[src/rtl/cpu_core_sc.sv]
// cpu_core_sc: single-clock 6502-subset CPU core, one bus cycle per clock.
// Fetches its start address from a reset vector, supports immediate,
// implied and absolute (LDA/STA/JMP) instructions, bus stalls via rdy,
// and reports unknown opcodes.
// Ports:
//   clk_ph1             system clock, rising edge
//   rst                 synchronous active-low reset
//   rdy                 bus ready; low stalls a read cycle
//   data_in             read data, sampled at the edge ending the cycle
//   addr_bus            registered bus address
//   data_out, we        registered write data / write strobe
//   sync                high during opcode-fetch cycles
//   illegal             one-cycle pulse while an unknown opcode is in OP1
//   A_dbg..P_dbg, PC_dbg register views
module cpu_core_sc #(
  parameter int          ADDR_W       = 16,
  parameter logic [15:0] RESET_VEC    = 16'hFFFC,
  parameter int          ILLEGAL_HALT = 0
) (
  input  logic              clk_ph1,
  input  logic              rst,
  input  logic              rdy,
  input  logic [7:0]        data_in,
  output logic [ADDR_W-1:0] addr_bus,
  output logic [7:0]        data_out,
  output logic              we,
  output logic              sync,
  output logic              illegal,
  output logic [7:0]        A_dbg,
  output logic [7:0]        X_dbg,
  output logic [7:0]        Y_dbg,
  output logic [7:0]        P_dbg,
  output logic [ADDR_W-1:0] PC_dbg
);

  typedef enum logic [2:0] {
    S_VEC_LO = 3'd0,
    S_VEC_HI = 3'd1,
    S_FETCH  = 3'd2,
    S_OP1    = 3'd3,
    S_OP2    = 3'd4,
    S_MEM    = 3'd5,
    S_HALT   = 3'd6
  } state_t;

  localparam logic [ADDR_W-1:0] PC_ONE      = {{(ADDR_W-1){1'b0}}, 1'b1};
  localparam logic [ADDR_W-1:0] VEC_LO_ADDR = RESET_VEC[ADDR_W-1:0];
  localparam logic [ADDR_W-1:0] VEC_HI_ADDR = VEC_LO_ADDR + PC_ONE;

  localparam logic [7:0] OP_LDA_IMM = 8'hA9, OP_LDX_IMM = 8'hA2, OP_LDY_IMM = 8'hA0;
  localparam logic [7:0] OP_ADC_IMM = 8'h69, OP_SBC_IMM = 8'hE9;
  localparam logic [7:0] OP_LDA_ABS = 8'hAD, OP_STA_ABS = 8'h8D, OP_JMP_ABS = 8'h4C;
  localparam logic [7:0] OP_INX = 8'hE8, OP_INY = 8'hC8, OP_DEX = 8'hCA, OP_DEY = 8'h88;
  localparam logic [7:0] OP_TAX = 8'hAA, OP_TXA = 8'h8A, OP_TAY = 8'hA8, OP_TYA = 8'h98;
  localparam logic [7:0] OP_CLC = 8'h18, OP_SEC = 8'h38, OP_CLV = 8'hB8, OP_NOP = 8'hEA;

  state_t              state_r;
  logic [ADDR_W-1:0]   addr_r, pc_r;
  logic [7:0]          data_out_r, a_r, x_r, y_r, p_r, ir_r, pcl_r, adl_r;
  logic                we_r, sync_r, illegal_r;
  logic [7:0]          m_s;
  logic [8:0]          sum_s;
  logic                v_s;
  logic [ADDR_W-1:0]   pc_inc_s, vec_pc_s, ea_s;

  // Update N and Z from a result; bit 5 always reads 1.
  function automatic logic [7:0] nz_flags(input logic [7:0] p, input logic [7:0] r);
    logic [7:0] q;
    q    = p;
    q[7] = r[7];
    q[1] = (r == 8'h00);
    q[5] = 1'b1;
    return q;
  endfunction

  function automatic logic known_op(input logic [7:0] op);
    case (op)
      OP_LDA_IMM, OP_LDX_IMM, OP_LDY_IMM, OP_ADC_IMM, OP_SBC_IMM,
      OP_LDA_ABS, OP_STA_ABS, OP_JMP_ABS,
      OP_INX, OP_INY, OP_DEX, OP_DEY,
      OP_TAX, OP_TXA, OP_TAY, OP_TYA,
      OP_CLC, OP_SEC, OP_CLV, OP_NOP: known_op = 1'b1;
      default:                        known_op = 1'b0;
    endcase
  endfunction

  // Adder shared by ADC and SBC (SBC adds the inverted operand) and address helpers.
  always_comb begin
    m_s      = (ir_r == OP_SBC_IMM) ? ~data_in : data_in;
    sum_s    = {1'b0, a_r} + {1'b0, m_s} + {8'h00, p_r[0]};
    v_s      = (a_r[7] == m_s[7]) && (sum_s[7] != a_r[7]);
    pc_inc_s = pc_r + PC_ONE;
    vec_pc_s = {data_in[ADDR_W-9:0], pcl_r};
    ea_s     = {data_in[ADDR_W-9:0], adl_r};
  end

  // Sequencer: all architectural state and bus outputs; a read cycle with rdy low freezes everything.
  always_ff @(posedge clk_ph1) begin
    if (!rst) begin
      state_r    <= S_VEC_LO;
      addr_r     <= VEC_LO_ADDR;
      we_r       <= 1'b0;
      data_out_r <= 8'h00;
      sync_r     <= 1'b0;
      illegal_r  <= 1'b0;
      a_r        <= 8'h00;
      x_r        <= 8'h00;
      y_r        <= 8'h00;
      p_r        <= 8'h20;
      pc_r       <= '0;
      ir_r       <= 8'h00;
      pcl_r      <= 8'h00;
      adl_r      <= 8'h00;
    end else if (rdy || we_r) begin
      illegal_r <= 1'b0;
      case (state_r)
        S_VEC_LO: begin
          pcl_r   <= data_in;
          addr_r  <= VEC_HI_ADDR;
          state_r <= S_VEC_HI;
        end
        S_VEC_HI: begin
          pc_r    <= vec_pc_s;
          addr_r  <= vec_pc_s;
          sync_r  <= 1'b1;
          state_r <= S_FETCH;
        end
        S_FETCH: begin
          ir_r      <= data_in;
          pc_r      <= pc_inc_s;
          addr_r    <= pc_inc_s;
          sync_r    <= 1'b0;
          illegal_r <= !known_op(data_in);
          state_r   <= S_OP1;
        end
        S_OP1: begin
          // Implied ops: the operand read was a dummy, refetch at the same PC.
          addr_r  <= pc_r;
          sync_r  <= 1'b1;
          state_r <= S_FETCH;
          case (ir_r)
            OP_LDA_IMM: begin a_r <= data_in; p_r <= nz_flags(p_r, data_in); pc_r <= pc_inc_s; addr_r <= pc_inc_s; end
            OP_LDX_IMM: begin x_r <= data_in; p_r <= nz_flags(p_r, data_in); pc_r <= pc_inc_s; addr_r <= pc_inc_s; end
            OP_LDY_IMM: begin y_r <= data_in; p_r <= nz_flags(p_r, data_in); pc_r <= pc_inc_s; addr_r <= pc_inc_s; end
            OP_ADC_IMM, OP_SBC_IMM: begin
              a_r    <= sum_s[7:0];
              p_r    <= {sum_s[7], v_s, 1'b1, p_r[4:2], (sum_s[7:0] == 8'h00), sum_s[8]};
              pc_r   <= pc_inc_s;
              addr_r <= pc_inc_s;
            end
            OP_LDA_ABS, OP_STA_ABS, OP_JMP_ABS: begin
              adl_r   <= data_in;
              pc_r    <= pc_inc_s;
              addr_r  <= pc_inc_s;
              sync_r  <= 1'b0;
              state_r <= S_OP2;
            end
            OP_INX: begin x_r <= x_r + 8'h01; p_r <= nz_flags(p_r, x_r + 8'h01); end
            OP_INY: begin y_r <= y_r + 8'h01; p_r <= nz_flags(p_r, y_r + 8'h01); end
            OP_DEX: begin x_r <= x_r - 8'h01; p_r <= nz_flags(p_r, x_r - 8'h01); end
            OP_DEY: begin y_r <= y_r - 8'h01; p_r <= nz_flags(p_r, y_r - 8'h01); end
            OP_TAX: begin x_r <= a_r; p_r <= nz_flags(p_r, a_r); end
            OP_TXA: begin a_r <= x_r; p_r <= nz_flags(p_r, x_r); end
            OP_TAY: begin y_r <= a_r; p_r <= nz_flags(p_r, a_r); end
            OP_TYA: begin a_r <= y_r; p_r <= nz_flags(p_r, y_r); end
            OP_CLC: p_r[0] <= 1'b0;
            OP_SEC: p_r[0] <= 1'b1;
            OP_CLV: p_r[6] <= 1'b0;
            OP_NOP: p_r    <= p_r;
            default: begin
              // Unknown opcode: either a 2-cycle NOP or a freeze with the address held.
              if (ILLEGAL_HALT != 0) begin
                sync_r  <= 1'b0;
                state_r <= S_HALT;
              end else begin
                p_r <= p_r;
              end
            end
          endcase
        end
        S_OP2: begin
          if (ir_r == OP_JMP_ABS) begin
            pc_r    <= ea_s;
            addr_r  <= ea_s;
            sync_r  <= 1'b1;
            state_r <= S_FETCH;
          end else begin
            pc_r       <= pc_inc_s;
            addr_r     <= ea_s;
            we_r       <= (ir_r == OP_STA_ABS);
            data_out_r <= (ir_r == OP_STA_ABS) ? a_r : 8'h00;
            state_r    <= S_MEM;
          end
        end
        S_MEM: begin
          if (ir_r == OP_LDA_ABS) begin
            a_r <= data_in;
            p_r <= nz_flags(p_r, data_in);
          end else begin
            a_r <= a_r;
          end
          we_r       <= 1'b0;
          data_out_r <= 8'h00;
          addr_r     <= pc_r;
          sync_r     <= 1'b1;
          state_r    <= S_FETCH;
        end
        S_HALT: state_r <= S_HALT;
        default: begin
          state_r <= S_VEC_LO;
          addr_r  <= VEC_LO_ADDR;
          we_r    <= 1'b0;
          sync_r  <= 1'b0;
        end
      endcase
    end
  end

  assign addr_bus = addr_r;
  assign data_out = data_out_r;
  assign we       = we_r;
  assign sync     = sync_r;
  assign illegal  = illegal_r;
  assign A_dbg    = a_r;
  assign X_dbg    = x_r;
  assign Y_dbg    = y_r;
  assign P_dbg    = p_r | 8'h20;
  assign PC_dbg   = pc_r;

endmodule

[config.mk]
export PLATFORM = sky130hd
export DESIGN_NAME = cpu_core_sc
export DESIGN_NICKNAME = d
export VERILOG_FILES = /design/src/rtl/cpu_core_sc.sv
export SDC_FILE = /design/constraint.sdc
export NUM_CORES = 1
export LEC_CHECK = 0
export BUFFER_PORTS_ARGS = -buffer_cell sky130_fd_sc_hd__buf_2
export CORE_MARGIN = 5
export CORE_UTILIZATION = 64
export CTS_BUF_LIST = sky130_fd_sc_hd__clkbuf_16
export CTS_CLUSTER_DIAMETER = 100
export DETAILED_ROUTE_END_ITERATION = 10
export PLACE_DENSITY = 0.86
export RECOVER_POWER = 25
export SLEW_MARGIN = 30
export SYNTH_ARGS = -nofsm -noshare
export SYNTH_HDL_FRONTEND = slang
export SYNTH_SLANG_ARGS = --single-unit
[constraint.sdc]
create_clock -name clk_ph1 -period 8.8 [get_ports clk_ph1]
set_input_delay 0.88 -clock clk_ph1 [delete_from_list [all_inputs] [get_ports clk_ph1]]
set_output_delay 0.88 -clock clk_ph1 [all_outputs]
set_load 0.05 [all_outputs]
==> metrics.cfg <==
[grt]
grt_max_degree = 98
track_usage_pct = 32.4
antenna_found_initial = 0
grt_pass1_wl_um = 37500
grt_remaining_overflow = 0
grt_pass1_vias = 7113

[logic_synthesis]
yosys_warnings = 0
syn_inst = 988
synth_compound_gate_area_share_pct = 28.0
synth_mux_area_share_pct = 2.80
synth_simple_gate_area_share_pct = 26.5
synth_seq_cells = 98
async_reset_ff_share_pct = 0
yosysSeqAreaShare_pct = 26.6
netlist_area_um2 = 7370
synthFlopType = dfxtp_1
synth_enable_flop_cells = 0
synth_top_family_by_area = compound AO/OA/AOI/OAI gates
synthAdderAreaFrac_pct = 3.43
ys_types = 86
synth_area_per_cell_um2 = 7.46
synth-xor-area-share_pct = 6.42

[finish]
final_common_cell = nand2_1
area_growth_pct = 7.26
multi_input_area_um2 = 4970
num-nets-final = 1031
layoutNonFillerInstCount = 1149
antenna_cells = 0
drive_gt1_share_pct = 9.15
regArea_um2 = 1960
stdcell_area_um2 = 7910
layout_common_cells = nand2_1, dfxtp_1, nor2_1
n_fill_cell = 1007

[sta]
maxSlewViolCount = 0
fin_tns_setup_ns = 0
fmax_mhz = 232
tightest_slew_ns = 0.984
setup_viol = 0
hold_violations = 0
timing.final.crit_share_pct = 49.0
layout_min_cycle_time_ns = 4.31
finalClockSkew_ns = 0.0114
relSlewSlack_pct = 33.9
hold_slack_ns = 0.467
rsz0062_at_grt = false

[setup_path]
reg2reg_to = A_dbg[6]
cp-end-kind = register
crit_chain = nand2_1 -> nor3b_2 -> buf_4 -> nand2_1 -> xnor2_1 -> fa_1 -> fa_1 -> a211oi_1 -> o21bai_1 -> a21oi_1 -> xnor2_1 -> a222oi_1 -> a211o_1 -> a21boi_1
critPathKind = reg -> reg
crit_path_start_kind = register
cpPeakStageDelay_ns = 0.63
crit_fanout = 16
r2r-start = ir_r[5]
arrival_ns = 4.60
cp.required_ns = 9.09
cp_slowest_cell = dfxtp_1
rrSetupSlack_ns = 4.49
r2r_cells = 14

[placement]
port_buffers = 81
gp_congestion = 0.995
place_area_um2 = 7650
dp_cells = 1133
hpwl_um = 15600

[clocking]
clk_pin_slew_ns = 0.08
htreeDepth = 3
ctsResizeCount = 0
clock-root-buffer = clkbuf_16
clock_path_buffers = 2
cts_tree = built
insertion_delay_ns = 0.37
hold_buffers = 0
cts_sinks = 98
cts_setup_buffers = 0
cts_made_buffers = 9

[floorplanning]
die_area_um2 = 13800
rows = 39
core-area_um2 = 11400
die_x_um = 117
die_h_um = 117
num_io_pins = 86
initial_core_util_pct = 64.8

[detailed_routing]
drc_errors = 0
dr.pass1.iters = 7
num_vias = 7936
wl_per_cell_um = 20.2
drtAntennaViolNets = 0
drt-total-wl_um = 23200
avgViaCountPerCell = 6.91
drt_iter0_drc = 1141

[power]
leakagePower_nw = 2.84
power_density_nw_per_um2 = 134
vdd_drop_max_mv = 0.120

[hold_path]
hold_start = addr_bus[15]
holdPathEnd = addr_bus[15]
whs_path_depth = 2
hold_path_class = reg -> reg

[run_status]
status = completed

[job]
max-cap-violations = 0

per-stage QoR:
step | power [mW] | worst slack (ns) | util [%]
after floorplan | 0.604 | 4.82 | -
after global placement | 0.640 | 4.78 | 67.3
after detailed placement | 0.642 | 4.66 | 67.3
after CTS | 1.05 | 4.63 | 70.0
after global routing | 1.09 | 4.21 | 69.5
final | 1.06 | 4.49 | 69.5
worst max-delay path: cells and delay by family (launching register included):
kind            cells  cell delay, ns
compound gates      6            1.32
flops               1            0.63
simple gates        3            0.78
buf+inv             1            0.24
fa+ha+maj           2            0.84
xor+xnor            2            0.43
synthesized netlist by cell type, types with 20 or more instances:
cell      number  area [um2]
dfxtp_1       98        1960
nor2b_1       25         156
a22oi_1       23         173
nand3_1       50         250
nand2_1      113         424
nor2_1        82         308
nor3_1        21         105
o21ai_0       67         335
clkbuf_1      64         240
xnor2_1       37         324
a21oi_1       55         275
and3_1        20         125
a21boi_0      27         203
power by group:
part | internal, mW | leakage [nW] | switching [mW] | total, mW
Clock | 0.226 | 0.145 | 0.198 | 0.424
Combinational | 0.0464 | 1.90 | 0.113 | 0.160
Sequential | 0.456 | 0.795 | 0.0189 | 0.475
routing by layer:
layer	global-route usage, %	wire length, um	vias to the layer above
li1	-	-	3639
met1	46.9	9630	3704
met2	46.0	9880	531
met3	9.05	3090	62
met4	10.8	614	0
met5	0	0	-
area by class of cell:
| class | count | share of cell area, % |
|---|---|---|
| Tap cell | 143 | 2.26 |
| Inverter | 15 | 0.712 |
| Timing Repair Buffer | 92 | 5.51 |
| Sequential cell | 98 | 24.8 |
| Clock inverter | 7 | 1.04 |
| Multi-Input combinational cell | 785 | 62.8 |
| Clock buffer | 9 | 2.85 |
cells by family after synthesis:
kind of cell | after synthesis
buffers and inverters | 107
and+or+nand+nor | 386
adders and majority gates | 19
other | 2
AOI/OAI and AO/OA | 302
DFF | 98
xor gates and xnor gates | 54
muxes | 20
how the worst max path moves through the flow:
stage	from	end	slack, ns
floorplan	ir_r[2]	A_dbg[6]	4.82
global placement	ir_r[5]	A_dbg[6]	4.78
detailed placement	ir_r[5]	A_dbg[6]	4.66
CTS	ir_r[5]	A_dbg[6]	4.63
global route	ir_r[5]	p_r[1]	4.21
finish	ir_r[5]	A_dbg[6]	4.49
Power figures use the tool's default switching activity.
